File: src/rtl/adp_types.sv
// adp_types: shared ADP boundary-scan types and constants.
//   NUM_BOUNDARY_CELLS  chain length in cells
//   ADP_BSCAN_CNT_W     width of the shift-position counter k
//   adp_bscan_op_t      host scan command encoding
//   adp_bscan_state_t   scan controller sequencing states
package adp_types;

  localparam int NUM_BOUNDARY_CELLS = 49;
  localparam int ADP_BSCAN_CNT_W    = $clog2(NUM_BOUNDARY_CELLS + 1);

  typedef enum logic [1:0] {
    ADP_OP_SAMPLE   = 2'd0,
    ADP_OP_PRELOAD  = 2'd1,
    ADP_OP_EXTEST   = 2'd2,
    ADP_OP_SET_MODE = 2'd3
  } adp_bscan_op_t;

  typedef enum logic [2:0] {
    S_IDLE    = 3'd0,
    S_CAPTURE = 3'd1,
    S_SHIFT   = 3'd2,
    S_UPDATE  = 3'd3,
    S_DONE    = 3'd4
  } adp_bscan_state_t;

endpackage

File: src/rtl/adp_bscan_ctrl_if.sv
// adp_bscan_ctrl_if: host command / response bundle of the scan controller.
//   cmd_valid/cmd_ready  one-shot command handshake
//   cmd_op/mode/data     command payload (data bit i -> cell i)
//   rsp_done             one-cycle completion pulse
//   rsp_data             captured vector (bit i = cell i)
// Modports: master = debug host side, slave = adp_bscan_ctrl.
interface adp_bscan_ctrl_if
  import adp_types::*;
#(
  parameter int N = NUM_BOUNDARY_CELLS
);
  logic          cmd_valid;
  logic          cmd_ready;
  adp_bscan_op_t cmd_op;
  logic          cmd_mode;
  logic [N-1:0]  cmd_data;
  logic          rsp_done;
  logic [N-1:0]  rsp_data;

  modport master (
    output cmd_valid, cmd_op, cmd_mode, cmd_data,
    input  cmd_ready, rsp_done, rsp_data
  );

  modport slave (
    input  cmd_valid, cmd_op, cmd_mode, cmd_data,
    output cmd_ready, rsp_done, rsp_data
  );
endinterface

File: src/rtl/adp_bscan_shifter.sv
// adp_bscan_shifter: serial datapath of the scan controller.
//   clk, rst     scan clock, sync active-high reset
//   load         command handshake; latches load_data
//   load_data    command preload vector
//   shift_nxt    next cycle is a SHIFT cycle
//   k_nxt        shift position of the next cycle
//   shifting     current cycle is a SHIFT cycle
//   k            shift position of the current cycle
//   chain_end    chain serial output
//   start        registered chain serial input
//   rsp_data     deserialized response vector
module adp_bscan_shifter #(
  parameter int N  = 49,
  parameter int KW = $clog2(N + 1)
) (
  input  logic          clk,
  input  logic          rst,
  input  logic          load,
  input  logic [N-1:0]  load_data,
  input  logic          shift_nxt,
  input  logic [KW-1:0] k_nxt,
  input  logic          shifting,
  input  logic [KW-1:0] k,
  input  logic          chain_end,
  output logic          start,
  output logic [N-1:0]  rsp_data
);
  localparam int IW = (N > 1) ? $clog2(N) : 1;

  logic [N-1:0]  data_q;
  logic [N-1:0]  rsp_q;
  logic          start_q;
  logic [N-1:0]  src;
  logic [IW-1:0] idx_nxt;
  logic [IW-1:0] idx;

  // PRELOAD enters SHIFT straight from the handshake edge, so the first
  // serial bit must come from the incoming vector, not the latched copy.
  assign src     = load ? load_data : data_q;
  // Highest cell goes first: after N shifts bit i sits in cell i.
  assign idx_nxt = IW'(KW'(N - 1) - k_nxt);
  assign idx     = IW'(KW'(N - 1) - k);

  always_ff @(posedge clk) begin
    if (rst) begin
      data_q  <= '0;
      rsp_q   <= '0;
      start_q <= 1'b0;
    end else begin
      if (load) data_q <= load_data;
      start_q <= shift_nxt ? src[idx_nxt] : 1'b0;
      // Chain end is sampled before this cycle's shift edge moves it.
      if (shifting) rsp_q[idx] <= chain_end;
    end
  end

  assign start    = start_q;
  assign rsp_data = rsp_q;
endmodule

File: src/rtl/adp_bscan_ctrl.sv
// adp_bscan_ctrl: sequencing controller for the ADP boundary-scan chain.
//   clk, rst              scan clock, sync active-high reset
//   bus (slave)           host command / response handshake
//   test_mode             current output-select state
//   adp_bscan_start       chain serial input
//   adp_bscan_se          shift-register clock enable
//   adp_bscan_oe          update-latch enable
//   adp_bscan_shift_sel   1 = shift, 0 = capture
//   adp_bscan_out_sel     1 = cells drive update latches
//   adp_bscan_end         chain serial output
//   op_count              saturating count of UPDATE cycles, present only
//                         with ADP_BSCAN_CNT_EN defined, else constant 0
module adp_bscan_ctrl
  import adp_types::*;
#(
  parameter int N = NUM_BOUNDARY_CELLS
) (
  input  logic              clk,
  input  logic              rst,
  adp_bscan_ctrl_if.slave   bus,
  output logic              test_mode,
  output logic              adp_bscan_start,
  output logic              adp_bscan_se,
  output logic              adp_bscan_oe,
  output logic              adp_bscan_shift_sel,
  output logic              adp_bscan_out_sel,
  input  logic              adp_bscan_end,
  output logic [15:0]       op_count
);
  localparam int KW = $clog2(N + 1);

  adp_bscan_state_t state, state_nxt;
  adp_bscan_op_t    op_q;
  logic [KW-1:0]    k, k_nxt;
  logic             hs;
  logic             test_mode_q;
  logic             se_q, oe_q, shift_sel_q;

  assign hs = bus.cmd_valid && (state == S_IDLE);

  always_comb begin
    state_nxt = state;
    unique case (state)
      S_IDLE: begin
        if (hs) begin
          unique case (bus.cmd_op)
            ADP_OP_SAMPLE,
            ADP_OP_EXTEST:  state_nxt = S_CAPTURE;
            ADP_OP_PRELOAD: state_nxt = S_SHIFT;
            default:        state_nxt = S_DONE;
          endcase
        end
      end
      S_CAPTURE: state_nxt = S_SHIFT;
      S_SHIFT: begin
        if (k == KW'(N - 1))
          state_nxt = (op_q == ADP_OP_SAMPLE) ? S_DONE : S_UPDATE;
      end
      S_UPDATE: state_nxt = S_DONE;
      S_DONE:   state_nxt = S_IDLE;
      default:  state_nxt = S_IDLE;
    endcase
  end

  // k restarts at 0 on every SHIFT entry.
  assign k_nxt = (state == S_SHIFT && state_nxt == S_SHIFT) ? k + KW'(1) : '0;

  // Strobes are registered from the next state so they line up exactly
  // with the state they decode, with no combinational glitching.
  always_ff @(posedge clk) begin
    if (rst) begin
      state       <= S_IDLE;
      op_q        <= ADP_OP_SAMPLE;
      k           <= '0;
      test_mode_q <= 1'b0;
      se_q        <= 1'b0;
      oe_q        <= 1'b0;
      shift_sel_q <= 1'b0;
    end else begin
      state       <= state_nxt;
      k           <= k_nxt;
      if (hs) op_q <= bus.cmd_op;
      if (hs && bus.cmd_op == ADP_OP_SET_MODE) test_mode_q <= bus.cmd_mode;
      se_q        <= (state_nxt == S_CAPTURE) || (state_nxt == S_SHIFT);
      shift_sel_q <= (state_nxt == S_SHIFT);
      oe_q        <= (state_nxt == S_UPDATE);
    end
  end

  adp_bscan_shifter #(.N(N), .KW(KW)) u_shifter (
    .clk       (clk),
    .rst       (rst),
    .load      (hs),
    .load_data (bus.cmd_data),
    .shift_nxt (state_nxt == S_SHIFT),
    .k_nxt     (k_nxt),
    .shifting  (state == S_SHIFT),
    .k         (k),
    .chain_end (adp_bscan_end),
    .start     (adp_bscan_start),
    .rsp_data  (bus.rsp_data)
  );

`ifdef ADP_BSCAN_CNT_EN
  logic [15:0] cnt_q;
  always_ff @(posedge clk) begin
    if (rst)
      cnt_q <= '0;
    else if (state == S_UPDATE && cnt_q != 16'hFFFF)
      cnt_q <= cnt_q + 16'd1;
  end
  assign op_count = cnt_q;
`else
  assign op_count = '0;
`endif

  assign bus.cmd_ready       = (state == S_IDLE);
  assign bus.rsp_done        = (state == S_DONE);
  assign test_mode           = test_mode_q;
  assign adp_bscan_out_sel   = test_mode_q;
  assign adp_bscan_se        = se_q;
  assign adp_bscan_oe        = oe_q;
  assign adp_bscan_shift_sel = shift_sel_q;
endmodule

File: src/flat_wrapper.sv
// flat-port wrapper written by rule: the top's interface ports become plain ports
module adp_bscan_ctrl_flat import adp_types::*;
#(
  parameter int N = NUM_BOUNDARY_CELLS
)
  (clk, rst, test_mode, adp_bscan_start, adp_bscan_se, adp_bscan_oe, adp_bscan_shift_sel, adp_bscan_out_sel, adp_bscan_end, op_count, bus_cmd_valid, bus_cmd_op, bus_cmd_mode, bus_cmd_data, bus_cmd_ready, bus_rsp_done, bus_rsp_data);
  adp_bscan_ctrl_if #(.N(N)) bus_i ();
  input  logic clk;
  input  logic rst;
  output logic test_mode;
  output logic adp_bscan_start;
  output logic adp_bscan_se;
  output logic adp_bscan_oe;
  output logic adp_bscan_shift_sel;
  output logic adp_bscan_out_sel;
  input  logic adp_bscan_end;
  output logic [15:0] op_count;
  input wire logic [$bits(bus_i.cmd_valid)-1:0] bus_cmd_valid;
  input wire logic [$bits(bus_i.cmd_op)-1:0] bus_cmd_op;
  input wire logic [$bits(bus_i.cmd_mode)-1:0] bus_cmd_mode;
  input wire logic [$bits(bus_i.cmd_data)-1:0] bus_cmd_data;
  output wire logic [$bits(bus_i.cmd_ready)-1:0] bus_cmd_ready;
  output wire logic [$bits(bus_i.rsp_done)-1:0] bus_rsp_done;
  output wire logic [$bits(bus_i.rsp_data)-1:0] bus_rsp_data;
  assign bus_i.cmd_valid = bus_cmd_valid;
  assign bus_i.cmd_op = bus_cmd_op;
  assign bus_i.cmd_mode = bus_cmd_mode;
  assign bus_i.cmd_data = bus_cmd_data;
  assign bus_cmd_ready = bus_i.cmd_ready;
  assign bus_rsp_done = bus_i.rsp_done;
  assign bus_rsp_data = bus_i.rsp_data;
  adp_bscan_ctrl #(.N(N)) u_core (.clk(clk), .rst(rst), .bus(bus_i), .test_mode(test_mode), .adp_bscan_start(adp_bscan_start), .adp_bscan_se(adp_bscan_se), .adp_bscan_oe(adp_bscan_oe), .adp_bscan_shift_sel(adp_bscan_shift_sel), .adp_bscan_out_sel(adp_bscan_out_sel), .adp_bscan_end(adp_bscan_end), .op_count(op_count));
endmodule
File: config.mk
export PLATFORM = sky130hd
export DESIGN_NAME = adp_bscan_ctrl_flat
export DESIGN_NICKNAME = d
export VERILOG_FILES = /design/src/rtl/adp_types.sv /design/src/rtl/adp_bscan_ctrl_if.sv /design/src/rtl/adp_bscan_shifter.sv /design/src/rtl/adp_bscan_ctrl.sv /design/src/flat_wrapper.sv
export SDC_FILE = /design/constraint.sdc
export NUM_CORES = 1
export LEC_CHECK = 0
export ABC_AREA = 1
export CAP_MARGIN = 5
export CORE_MARGIN = 4
export CORE_UTILIZATION = 39
export CTS_CLUSTER_SIZE = 40
export DETAILED_ROUTE_END_ITERATION = 10
export SLEW_MARGIN = 20
export SYNTH_ARGS = -nofsm -noshare
export SYNTH_HDL_FRONTEND = slang
export SYNTH_HIERARCHICAL = 1
export SYNTH_SLANG_ARGS = --single-unit
File: constraint.sdc
create_clock -name clk -period 4.1 [get_ports clk]
set_clock_uncertainty 0.05 [all_clocks]
set_input_delay 1.025 -clock clk [delete_from_list [all_inputs] [get_ports clk]]
set_output_delay 1.025 -clock clk [all_outputs]
set_load 0.005 [all_outputs]
Word-level counts from Yosys, hierarchy flattened
Cells that the tools add are included. W data, S select, Z words.

Word-level logic and storage cells: 50. Output and inout port bits: 73. Register bits: 114. Input bits: 56.

Add/sub/neg operators: 3. Reductions and logical operators: 10. Bitwise operators: 1. Equal/unequal tests: 11. Magnitude comparators: 3. Multiplexer cells: 12.

Operators by type and width (number): $bwmux W49 (1); $mux W49 (1); $lt A6 B7 Y1 const B (2); $eq A3 B2 Y1 const B (4); $pmux W3 S4 (1); $sub A6 B6 Y6 const A (2); $mux W3 (3); $add A6 B1 Y6 const B (1); $bmux W1 S6 (1); $demux W1 S6 (1); $eq A3 B1 Y1 const B (2); $eq A6 B6 Y1 const B (1); $ge A6 B1 Y1 const B (1); $mux W6 (1); $pmux W3 S2 (1); $eq A2 B2 Y1 const B (2); $logic_and A1 B1 Y1 (4); $logic_not A2 Y1 (2); $reduce_or A2 Y1 (2); $eq A3 B3 Y1 const B (1); $logic_not A3 Y1 (1); $eq A2 B1 Y1 const B (1); $mux W1 (2); $logic_or A1 B1 Y1 (1); $not A1 Y1 (1).

Logic depth before layout (Yosys ltp)
Word-level depth: 11. Mapped depth: 21. Depth with buffers taken out: 20.

Hierarchy
The synthesis kept the hierarchy.

Modules (own cells, without submodules): adp_bscan_shifter (area each 4800.9 µm², cells each 718, seq. area each 1981.9 µm², instances 1); adp_bscan_ctrl (area each 892.1 µm², cells each 128, seq. area each 300.3 µm², instances 1).

Worst setup path before layout
Ideal clock, no wire load.

Path kind: in2reg. Start point: input port bus_cmd_valid. End point: register u_core.u_shifter.start_q, in the netlist u_core/u_shifter/start. Setup time: 0.070 ns. Arrival time: 3.253 ns. Required time: 3.980 ns. Cell stages on the path: 20. Slack: 0.728 ns. Path buffers: 1. Cell sequence: nand3_2 nor2_1 nor2_1 nand2_2 nand4_1 inv_1 inv_2 clkbuf_1 ha_1 nor2_1 inv_2 nor2_1 nor2_1 nand2_1 nand2_1 nand2_1 nand2_1 nor2_1 nand2_1 a21oi_1.

Word-level cells in the longest chain between the ends: 9. Elaborated cells on any way between the ends: 12. Those cells by class: add/sub (1); eq/ne (1); mux (6); bitwise (1); reduce/logical (3).

Ends and longest elaborated chain: start: declaration (line flat_wrapper.sv:18) `input wire logic [$bits(bus_i.cmd_valid)-1:0] bus_cmd_valid;`; $logic_and A1 B1 Y1 (line adp_bscan_ctrl.sv:39) `assign hs = bus.cmd_valid && (state == S_IDLE);`; $mux W3 (line adp_bscan_ctrl.sv:45) `if (hs) begin`; $pmux W3 S4 (line adp_bscan_ctrl.sv:43) `unique case (state)`; $eq A3 B2 Y1 (line adp_bscan_ctrl.sv:66) `assign k_nxt = (state == S_SHIFT && state_nxt == S_SHIFT) ? k + KW'(1) : '0;`; $logic_and A1 B1 Y1 (line adp_bscan_ctrl.sv:66); $mux W6 (line adp_bscan_ctrl.sv:66); net u_core.k_nxt[0] (line adp_bscan_ctrl.sv:34) `logic [KW-1:0] k, k_nxt;`; $sub A6 B6 Y6 (line adp_bscan_shifter.sv:41) `assign idx_nxt = IW'(KW'(N - 1) - k_nxt);`; $bmux W1 S6 (line adp_bscan_shifter.sv:51) `start_q <= shift_nxt ? src[idx_nxt] : 1'b0;`; $mux W1 (implied by the code) (line adp_bscan_shifter.sv:51); end signal: assignment (line adp_bscan_shifter.sv:51); end: declaration (line adp_bscan_shifter.sv:32) `logic start_q;`.

The timed path passes the listed nets, and every way through them passes these cells. The select of a mux whose other input is x is not followed. A chain may end at the register's enable or synchronous reset.

Worst setup path after layout
Ends and elaborated chain as after synthesis.

==> out/qor.csv <==
metric,value,unit
run status,"finished, final reports clean",
CP cell instances,clkdlybuf4s50_1 > nand3_2 > nor2_1 > nor2_1 > nand2_2 > nand4_1 > inv_1 > inv_2 > ha_1 > nor2_1 > inv_2 > a21oi_1 > nand3_1 > a21oi_1 > nand3_1 > a21oi_1,
Slew @ Worst Pin,0.814,ns
Area Growth Syn to Fin,29.7,%
Starting Density,0.404,
final setup vio count,0,
register area share after synthesis,0.401,
antenna diode count,0,
Overflow after GRT,0,
CP top delay family,simple AND/OR/NAND/NOR gates,
H-tree depth,4,
DRC,0,
top-count cell post-synth,nand2_1,
Yosys top cell by area,dfxtp_1,
Clock Path Buffers,2,
CP bufs+invs,4,
die area,0.0166,mm²
mean post-synth cell area,6.73,µm²
max_cap viols,0,
Num CTS Buffers,17,
critical path startpoint category,input port,
Die H,129,µm
Via density,4.77,
I/O Pins,129,
CTS tree,yes,
Root Driver,clkbuf_16,
CTS Sinks,114,
PD cells,397,mW/mm²
Crit. End Element,flop,
Site Rows,43,
Filler Cell Count,1444,
antenna-violating nets left,0,
"Reg clk slew, reported paths",0.06,ns
synthesized flop and latch total,114,
DP HPWL,10.4,mm
IO buf count,112,
"slowest stage cell, crit path",clkdlybuf4s50_1,
Commonest cells post-synth,"243 x nand2_1, 114 x dfxtp_1, 100 x nor2_1",
Max VDD drop,273,µV
NumNets Final,1001,
routed vias,5400,
Hold Crit Class,reg2reg,
1st-iter DRT viols,326,
top_reg_cell synth,dfxtp_1,
Rel. slew slack,0.455,
Unique masters post-synth,34,
"EDFF count, synth",0,
global-route usage over all layers,0.182,
setup tns final,0,ns
Core Area,0.0141,mm²
peak per-stage delay on the critical path,0.47,ns
Clock Latency Late Sink,0.41,ns
RSZ-0062 raised after global routing,no,
fmax,0.268,GHz
share of cells above drive strength 1,0.0892,
Final min period,3.73,ns
initial antenna violation count,0,
largest cells by area after synthesis,"dfxtp_1 40%, nand2_1 16%, nand3_1 6.6%",
Worst Path Max Fanout,8,
Post-synth ARST share,0,
drt pass-1 iters,5,
netlist area before placement,0.00569,mm²
largest net degree at the start of global routing,58,
post-cts sizing count,0,
RePlAce Congestion,0.856,
total power,2930,µW
Post-Syn Instances,846,
final count of hold timing violations,0,
cts hold-fix bufs,0,
Worst Path Required,4.40,ns
area share of the largest cell type after synthesis,0.401,
Fin Hold WS,0.408,ns
crit share post-route,0.909,
critical path arrival,4.03,ns
Setup Buffers After CTS,0,
total wire length,14.8,mm
worst setup path class,in2reg,
synthesis warning total,6,
Slew Limit Fails,0,
drt wl/cell,13.1,µm
Die X,129,µm
P_leak,0.00311,µW
first-pass GRT wire length,24.0,mm
vias in the first global route,4831,
==> worst paths after layout <==
| path | start | cells after the start | slack [ns] | end |
|---|---|---|---|---|
| setup reg to reg | u_core/k[0] | 16 | 0.75 | u_core/u_shifter/start |
| hold reg to reg | u_core/u_shifter/rsp_data[8] | 2 | 0.41 | u_core/u_shifter/rsp_data[8] |
| hold / removal | u_core/u_shifter/rsp_data[8] | 2 | 0.41 | u_core/u_shifter/rsp_data[8] |
| setup / recovery | bus_cmd_valid | 16 | 0.37 | u_core/u_shifter/start |
==> sequential cells by signal, summed over array words and instances (netlist names), 2 cells and up <==
register / flops
u_core/u_shifter/data_q: 49
u_core/state: 3
u_core/k: 6
u_core/u_shifter/rsp_data: 49
u_core/op_q: 2
==> report_power, final <==
group / total (µW) / internal, µW / leakage (µW) / switching [µW]
clock: 1400 / 905 / 0.000280 / 499
combinational: 349 / 144 / 0.00190 / 205
sequential: 1180 / 1160 / 0.000930 / 14.4
==> cell type report <==
cell class | instances | area [µm²] | share of cell area
clock inverters | 5 | 50.0 | 0.00678
repair buffers | 120 | 1190 | 0.161
inverters | 86 | 323 | 0.0437
clock buffers | 26 | 509 | 0.0690
flip-flops and latches | 114 | 2280 | 0.309
multi-input cells | 602 | 2800 | 0.380
well taps | 180 | 225 | 0.0305
==> worst reg2reg max path, stage by stage (launching register included) <==
cell,delay [ns]
dfxtp_1,0.48
inv_1,0.14
ha_1,0.23
nand3_1,0.10
nor2_1,0.09
nor2_4,0.18
nand4_1,0.18
inv_1,0.14
inv_2,0.05
ha_1,0.41
nor2_1,0.46
inv_2,0.15
a21oi_1,0.15
nand3_1,0.09
a21oi_1,0.16
nand3_1,0.09
a21oi_1,0.13
==> logic make-up after synthesis <==
kind of cell    Yosys count  share of synthesized area
xor+xnor                  9                     0.0185
other cells               1                   0.000659
compound gates          106                     0.0945
buf+inv                 145                      0.117
simple gates            467                      0.360
flops                   114                      0.401
fa+ha+maj                 4                    0.00879
==> layout by cell type, fill, tap and decap left out, drive strengths merged, types with 5 or more instances in the layout <==
cell	instances
a21oi	65
buf	9
clkbuf	26
clkdlybuf4s50	111
clkinv	5
conb	16
dfxtp	114
inv	85
nand2	250
nand3	79
nand4	10
nor2	108
nor3	6
o21ai	38
or2	14
xnor2	5
==> routing by layer <==
layer	global-route usage	vias up	share of wire
met5	0	-	0
met4	0.0556	0	0.010
met3	0.0556	14	0.059
met2	0.271	143	0.44
met1	0.255	2424	0.49
li1	-	2819	-
==> stage by stage <==
step / std cells / util / instance area, µm² / setup WS (ns)
after floorplan: 861 / - / 5750 / 0.728
after global placement: 1102 / 0.484 / 6820 / 0.134
after detailed placement: 1102 / 0.484 / 6820 / 0.0360
after CTS: 1133 / 0.524 / 7380 / 0.405
after global routing: 1133 / 0.524 / 7380 / 0.134
final: 1133 / 0.524 / 7380 / 0.371
Note: power is estimated with default switching activity, not from simulation.
